`config.mk`:
```
export PLATFORM = sky130hd
export DESIGN_NAME = uart_imem_loader
export DESIGN_NICKNAME = d
export VERILOG_FILES = /design/src/rtl/uart_imem_loader.sv
export SDC_FILE = /design/constraint.sdc
export NUM_CORES = 1
export LEC_CHECK = 0
export BUFFER_PORTS_ARGS = -buffer_cell sky130_fd_sc_hd__buf_2
export CAP_MARGIN = 10
export CORE_ASPECT_RATIO = 1.75
export CORE_MARGIN = 4
export CORE_UTILIZATION = 60
export DETAILED_ROUTE_END_ITERATION = 8
export PLACE_DENSITY = 0.92
export SKIP_CTS_REPAIR_TIMING = 1
export SKIP_LAST_GASP = 1
export SLEW_MARGIN = 40
export SYNTH_ARGS = -nofsm -noshare
export SYNTH_HDL_FRONTEND = slang
export SYNTH_SLANG_ARGS = --single-unit
```
`constraint.sdc`:
```
create_clock -name clk -period 3.6 [get_ports clk]
set_clock_uncertainty 0.05 [all_clocks]
set_input_delay 0.54 -clock clk [delete_from_list [all_inputs] [get_ports clk]]
set_output_delay 0.54 -clock clk [all_outputs]
set_load 0.01 [all_outputs]
```
`src/rtl/uart_imem_loader.sv`:
```
// UART-framed program loader for the RV32 instruction memory: A5, N (LE16), N words (LE), XOR checksum.
// Holds the core in reset from the sync byte until a frame with a good checksum has been written.
//   state  | meaning
//   IDLE   | waiting for sync byte 0xA5, other bytes ignored
//   CNT_LO | waiting for word count low byte
//   CNT_HI | waiting for word count high byte, range check
//   DATA   | assembling words, writing each 4th byte
//   CSUM   | waiting for checksum byte
//   DONE   | one-cycle success, releases cpu_hold
//   ERR    | one-cycle failure, back to IDLE
module uart_imem_loader #(
  parameter int unsigned CLK_HZ       = 100_000_000,
  parameter int unsigned BAUD         = 115200,
  parameter int unsigned MAX_WORDS    = 256,
  parameter int unsigned TIMEOUT_CLKS = 100_000_000
) (
  input  logic        clk,
  input  logic        reset,
  input  logic        rx,
  output logic        imem_we,
  output logic [31:0] imem_addr,
  output logic [31:0] imem_wdata,
  output logic        cpu_hold,
  output logic        busy,
  output logic        done,
  output logic        err
);
  localparam int unsigned CLKS_PER_BIT = CLK_HZ / BAUD;
  localparam int BAUD_W = $clog2(CLKS_PER_BIT + 1);
  localparam int TMO_W  = $clog2(TIMEOUT_CLKS + 1);
  localparam int IDX_W  = $clog2(MAX_WORDS + 1);
  localparam logic [BAUD_W-1:0] BIT_RELOAD  = BAUD_W'(CLKS_PER_BIT - 1);
  localparam logic [BAUD_W-1:0] HALF_RELOAD = BAUD_W'(CLKS_PER_BIT / 2 - 1);
  localparam logic [TMO_W-1:0]  TMO_RELOAD  = TMO_W'(TIMEOUT_CLKS - 1);
  localparam logic [15:0]       MAX_N       = 16'(MAX_WORDS);

  typedef enum logic [1:0] {R_IDLE, R_START, R_DATA, R_STOP} rx_state_t;
  typedef enum logic [2:0] {IDLE, CNT_LO, CNT_HI, DATA, CSUM, DONE, ERR} state_t;

  logic              rx_meta_q, rx_sync_q, rx_prev_q;
  rx_state_t         rx_state_q, rx_state_d;
  logic [BAUD_W-1:0] baud_q, baud_d;
  logic [2:0]        bit_q, bit_d;
  logic [7:0]        shift_q, shift_d;
  logic              byte_vld_q, byte_vld_d;
  logic              frame_err_q, frame_err_d;

  always_ff @(posedge clk or negedge reset) begin
    if (!reset) begin
      rx_meta_q   <= 1'b1;
      rx_sync_q   <= 1'b1;
      rx_prev_q   <= 1'b1;
      rx_state_q  <= R_IDLE;
      baud_q      <= '0;
      bit_q       <= '0;
      shift_q     <= '0;
      byte_vld_q  <= 1'b0;
      frame_err_q <= 1'b0;
    end else begin
      rx_meta_q   <= rx;
      rx_sync_q   <= rx_meta_q;
      rx_prev_q   <= rx_sync_q;
      rx_state_q  <= rx_state_d;
      baud_q      <= baud_d;
      bit_q       <= bit_d;
      shift_q     <= shift_d;
      byte_vld_q  <= byte_vld_d;
      frame_err_q <= frame_err_d;
    end
  end

  always_comb begin
    rx_state_d  = rx_state_q;
    baud_d      = (baud_q != '0) ? baud_q - BAUD_W'(1) : baud_q;
    bit_d       = bit_q;
    shift_d     = shift_q;
    byte_vld_d  = 1'b0;
    frame_err_d = 1'b0;
    case (rx_state_q)
      R_IDLE: begin
        if (rx_prev_q && !rx_sync_q) begin
          baud_d     = HALF_RELOAD;
          rx_state_d = R_START;
        end
      end
      R_START: begin
        if (baud_q == '0) begin
          if (rx_sync_q) begin
            rx_state_d = R_IDLE;  // start bit did not hold: glitch
          end else begin
            rx_state_d = R_DATA;
            baud_d     = BIT_RELOAD;
            bit_d      = '0;
          end
        end
      end
      R_DATA: begin
        if (baud_q == '0) begin
          shift_d = {rx_sync_q, shift_q[7:1]};
          baud_d  = BIT_RELOAD;
          if (bit_q == 3'd7) rx_state_d = R_STOP;
          else               bit_d      = bit_q + 3'd1;
        end
      end
      default: begin
        if (baud_q == '0) begin
          rx_state_d  = R_IDLE;
          byte_vld_d  = rx_sync_q;
          frame_err_d = !rx_sync_q;
        end
      end
    endcase
  end

  state_t           state_q, state_d;
  logic [7:0]       cnt_lo_q, cnt_lo_d;
  logic [15:0]      n_q, n_d, n_rx;
  logic [IDX_W-1:0] idx_q, idx_d;
  logic [1:0]       bcnt_q, bcnt_d;
  logic [31:0]      asm_q, asm_d, addr_q, addr_d, wdata_q, wdata_d;
  logic [7:0]       csum_q, csum_d;
  logic [TMO_W-1:0] tmo_q, tmo_d;
  logic             we_q, we_d, hold_q, hold_d, done_q, done_d, err_q, err_d;
  logic             fail;

  assign n_rx       = {shift_q, cnt_lo_q};
  assign busy       = (state_q == CNT_LO) || (state_q == CNT_HI) || (state_q == DATA) || (state_q == CSUM);
  assign imem_we    = we_q;
  assign imem_addr  = addr_q;
  assign imem_wdata = wdata_q;
  assign cpu_hold   = hold_q;
  assign done       = done_q;
  assign err        = err_q;

  always_ff @(posedge clk or negedge reset) begin
    if (!reset) begin
      state_q  <= IDLE;
      cnt_lo_q <= '0;
      n_q      <= '0;
      idx_q    <= '0;
      bcnt_q   <= '0;
      asm_q    <= '0;
      csum_q   <= '0;
      tmo_q    <= '0;
      addr_q   <= '0;
      wdata_q  <= '0;
      we_q     <= 1'b0;
      hold_q   <= 1'b0;
      done_q   <= 1'b0;
      err_q    <= 1'b0;
    end else begin
      state_q  <= state_d;
      cnt_lo_q <= cnt_lo_d;
      n_q      <= n_d;
      idx_q    <= idx_d;
      bcnt_q   <= bcnt_d;
      asm_q    <= asm_d;
      csum_q   <= csum_d;
      tmo_q    <= tmo_d;
      addr_q   <= addr_d;
      wdata_q  <= wdata_d;
      we_q     <= we_d;
      hold_q   <= hold_d;
      done_q   <= done_d;
      err_q    <= err_d;
    end
  end

  always_comb begin
    state_d  = state_q;
    cnt_lo_d = cnt_lo_q;
    n_d      = n_q;
    idx_d    = idx_q;
    bcnt_d   = bcnt_q;
    asm_d    = asm_q;
    csum_d   = csum_q;
    tmo_d    = byte_vld_q ? TMO_RELOAD : ((tmo_q != '0) ? tmo_q - TMO_W'(1) : tmo_q);
    addr_d   = addr_q;
    wdata_d  = wdata_q;
    we_d     = 1'b0;
    hold_d   = hold_q;
    done_d   = 1'b0;
    err_d    = err_q;
    fail     = 1'b0;
    case (state_q)
      IDLE: begin
        if (byte_vld_q && shift_q == 8'hA5) begin
          state_d = CNT_LO;
          err_d   = 1'b0;
          hold_d  = 1'b1;
          idx_d   = '0;
          bcnt_d  = '0;
          csum_d  = '0;
        end
      end
      CNT_LO: begin
        if (byte_vld_q) begin
          cnt_lo_d = shift_q;
          state_d  = CNT_HI;
        end
      end
      CNT_HI: begin
        if (byte_vld_q) begin
          n_d = n_rx;
          if (n_rx > MAX_N)       fail    = 1'b1;
          else if (n_rx == 16'd0) state_d = CSUM;
          else                    state_d = DATA;
        end
      end
      DATA: begin
        if (byte_vld_q) begin
          asm_d  = {shift_q, asm_q[31:8]};
          csum_d = csum_q ^ shift_q;
          bcnt_d = bcnt_q + 2'd1;
          if (bcnt_q == 2'd3) begin
            we_d    = 1'b1;
            addr_d  = 32'({idx_q, 2'b00});
            wdata_d = {shift_q, asm_q[31:8]};
            idx_d   = idx_q + IDX_W'(1);
            if (16'(idx_q) == n_q - 16'd1) state_d = CSUM;
          end
        end
      end
      CSUM: begin
        if (byte_vld_q) begin
          if (shift_q == csum_q) state_d = DONE;
          else                   fail    = 1'b1;
        end
      end
      DONE: begin
        done_d  = 1'b1;
        hold_d  = 1'b0;
        state_d = IDLE;
      end
      default: begin
        err_d   = 1'b1;
        state_d = IDLE;
      end
    endcase
    // Framing errors and inter-byte timeouts only matter while a frame is open.
    if (busy && (frame_err_q || (!byte_vld_q && tmo_q == '0))) fail = 1'b1;
    if (fail) begin
      state_d = ERR;
      err_d   = 1'b1;
    end
  end
endmodule

```
==> impl_metrics.csv <==
group,metric,value,unit
layout,nFillCells,965,
clock_tree,cts_tree,"done",
sta,drv_slew,0,
critical_path,cp.arrival,3.10,ns
layout,seq_area,4260,um^2
sta,max_slew_margin,0.447,
grt,grtUsageTotal,0.250,
grt,first_global_vias,6304,
synth,yosysUniqueCellTypes,75,
critical_path,criticalPathCategory,"reg -> reg",
placement,hpwl,11.8,mm
placement,placed_cell_area,8390,um^2
sta,final-hold-violation-count,0,
synth,synthTopCellsByArea,"dfrtp_1 (52%), nand2_1 (11%), mux2_2 (4.0%)",
synth,synth_top_area_frac,0.515,
placement,io_buffers,48,
synth,yosys_warnings,0,
run,cap_violations,0,
grt,grt_pass1_wl,30.3,mm
layout,multi_input_area,3500,um^2
layout,drive_gt1_frac,0.176,
clock_tree,cts_buffer_depth,2,
drt,drt-total-wl,18.2,mm
power_and_ir_drop,ir_drop,0.558,mV
critical_path,worstReg2RegStart,"n_q[0]",
floorplan,dieArea,15500,um^2
critical_path,r2r-end,"state_q[1]",
floorplan,fp.dieH,162,um
power_and_ir_drop,switching_share,0.297,
layout,nets,887,
drt,ant_nets,0,
clock_tree,root_buffer,"clkbuf_16",
synth,ys_ff_latch,170,
synth,syn_inst,843,
sta,post-route-min-period,2.88,ns
critical_path,r2r_cells,8,
synth,syn_area,8110,um^2
synth,synth-edff-count,0,
clock_tree,cts.clk_slew.worst_paths,0.07,ns
synth,synth_flop_cell,"dfrtp_1",
sta,setup-tns-final,0,ns
layout,area_delta_synth_final,10.8,%
drt,drtPass1Iterations,5,
floorplan,dieWidth,95.9,um
synth,avgSynthCellArea,9.62,um^2
grt,grt_max_degree,81,
clock_tree,htreeDepth,4,
drt,wl_per_cell,17.2,um
floorplan,start_util,0.609,
worst_hold_path,worstHoldPathType,"in -> async",
drt,vias,6176,
outcome,outcome,"completed",
grt,antenna_found_initial,0,
placement,gp_congestion,0.891,
critical_path,rrSetupSlack,0.72,ns
power_and_ir_drop,pwr-share-comb,0.137,
sta,clock.fmax,0.347,GHz
clock_tree,numCtsBuffers,17,
sta,tightest_slew,0.827,ns
power_and_ir_drop,p_sw,1.43,mW
sta,rsz0062_at_grt,"false",
sta,fin_crit_sh,0.800,
floorplan,core,13300,um^2
synth,synth_async_sr_flop_share,1.00,
drt,viasPerCell,5.82,
critical_path,endpoint_kind,"register",
synth,ys_seq_area_frac,0.525,
power_and_ir_drop,p_leak,4.67,nW
power_and_ir_drop,power_frac_seq,0.478,
synth,yosysTopAreaCell,"dfrtp_1",
sta,setup_viol,0,
floorplan,pin_count,72,
clock_tree,cts.sinks,170,
power_and_ir_drop,internal-power,3.39,mW
layout,final_cell_area,8980,um^2
critical_path,critPathLaunchType,"register",
power_and_ir_drop,p_per_area,536,nW/um^2
power_and_ir_drop,clkPwrFrac,0.385,
drt,initialDrtViolationCount,464,
critical_path,critPathMaxFanout,9,
critical_path,cp_data_required_time,3.82,ns
clock_tree,clock_latency,0.44,ns
grt,grt_overflow,0,
floorplan,fp-row-count,56,
layout,diodes,0,
drt,remaining_drc_errors,0,
==> worst max path at each step <==
stage / slack [ns] / depth (start not counted) / startpoint / to
after floorplan: 1.09 / 8 / tmo_q[18] / tmo_q[19]
after global placement: 0.97 / 6 / tmo_q[18] / tmo_q[8]
after detailed placement: 0.88 / 10 / baud_q[0] / baud_q[0]
after CTS: 0.82 / 8 / n_q[0] / state_q[1]
after global routing: 0.49 / 8 / n_q[0] / state_q[1]
final: 0.72 / 8 / n_q[0] / state_q[1]
==> power groups by stage <==
stage	clock (mW)	sequential [mW]	combinational, mW
detailed placement	0	2.31	0.657
finish	1.85	2.30	0.658
global placement	0	2.30	0.619
CTS	1.87	2.29	0.661
global route	1.96	2.33	0.738
floorplan	0	2.26	0.552
==> flip-flops by register name (all words and copies together) (netlist names), 2 cells and up <==
signal,cells
imem_addr,9
n_q,16
rx_state_q,2
csum_q,8
baud_q,10
state_q,3
bit_q,3
asm_q,24
cnt_lo_q,8
imem_wdata,32
idx_q,9
tmo_q,27
shift_q,8
bcnt_q,2
==> cell type report <==
cell class	count	share of cell area
tap	174	0.0242
inverter	18	0.00752
sequential	170	0.474
multi-input combinational	608	0.389
clock inverter	15	0.0188
clock buffer	17	0.0474
timing repair buffer	60	0.0389
==> cell usage after synthesis, drive strengths merged (2+ instances only) <==
| master | instances |
|---|---|
| buf | 29 |
| and3 | 10 |
| nor4b | 4 |
| o211ai | 4 |
| xor2 | 28 |
| ha | 9 |
| or3b | 3 |
| a22o | 2 |
| or2 | 5 |
| nor4 | 15 |
| dfstp | 3 |
| nand2 | 239 |
| or4 | 10 |
| o2111ai | 4 |
| mux2i | 2 |
| or4b | 2 |
| o21bai | 4 |
| o211a | 2 |
| mux2 | 29 |
| or3 | 10 |
| xnor2 | 17 |
| nor3b | 3 |
| nand3b | 5 |
| nor2 | 44 |
| nand2b | 16 |
| clkbuf | 40 |
| nor3 | 14 |
| inv | 18 |
| nand3 | 9 |
| nor2b | 3 |
| a21oi | 17 |
| a31oi | 2 |
| a221oi | 3 |
| dfrtp | 167 |
| o21ai | 40 |
| a311oi | 2 |
| nand4 | 6 |
| o31ai | 4 |
| a21boi | 2 |
==> cells by family after synthesis <==
family,after synthesis,share of synthesized area
DFF,170,0.525
buffers and inverters,87,0.0540
and+or+nand+nor,402,0.234
other,1,0.000462
AOI/OAI and AO/OA,98,0.0816
muxes,31,0.0427
adders and majority gates,9,0.0139
xor gates and xnor gates,45,0.0486
==> metal layers <==
metal / track usage / part of all wire
met5: 0 / 0
met4: 0.122 / 0.032
met3: 0.0417 / 0.044
met2: 0.438 / 0.55
met1: 0.291 / 0.37
==> layout by cell type (no fill, tap or decap), types with 4 or more instances in the layout <==
| master | n |
|---|---|
| a21oi_1 | 16 |
| or2_2 | 5 |
| nand3b_1 | 4 |
| or4_1 | 6 |
| nand2_1 | 237 |
| and3_1 | 8 |
| nor3_1 | 12 |
| buf_2 | 47 |
| clkbuf_16 | 17 |
| inv_8 | 4 |
| inv_6 | 7 |
| mux2_2 | 29 |
| buf_4 | 11 |
| o2111ai_1 | 4 |
| ha_1 | 9 |
| nor4_1 | 15 |
| xor2_1 | 28 |
| o21ai_0 | 38 |
| xnor2_1 | 17 |
| conb_1 | 23 |
| nand3_1 | 8 |
| nand4_1 | 6 |
| inv_1 | 18 |
| nor2_1 | 44 |
| or3_1 | 10 |
| nand2b_1 | 16 |
| dfrtp_1 | 167 |
==> per-stage QoR <==
stage / util / std cells / worst slack [ns] / hold WS, ns / total power [mW]
after floorplan: - / 865 / 1.09 / 0.194 / 2.82
after global placement: 0.630 / 1030 / 0.972 / 0.296 / 2.92
after detailed placement: 0.630 / 1030 / 0.877 / 0.298 / 2.97
after CTS: 0.675 / 1062 / 0.816 / 0.120 / 4.82
after global routing: 0.675 / 1062 / 0.489 / 0.139 / 5.02
final: 0.675 / 1062 / 0.721 / 0.0868 / 4.81
==> worst max-delay path: stages (launching register included) <==
cell       delay (ns)
dfrtp_1          0.43
inv_1            0.11
ha_1             0.36
nor4b_1          0.55
a21boi_0         0.18
a2111oi_0        0.30
o2111ai_1        0.25
o21ai_1          0.33
nand4_1          0.16
Note: power is estimated with default switching activity, not from simulation.
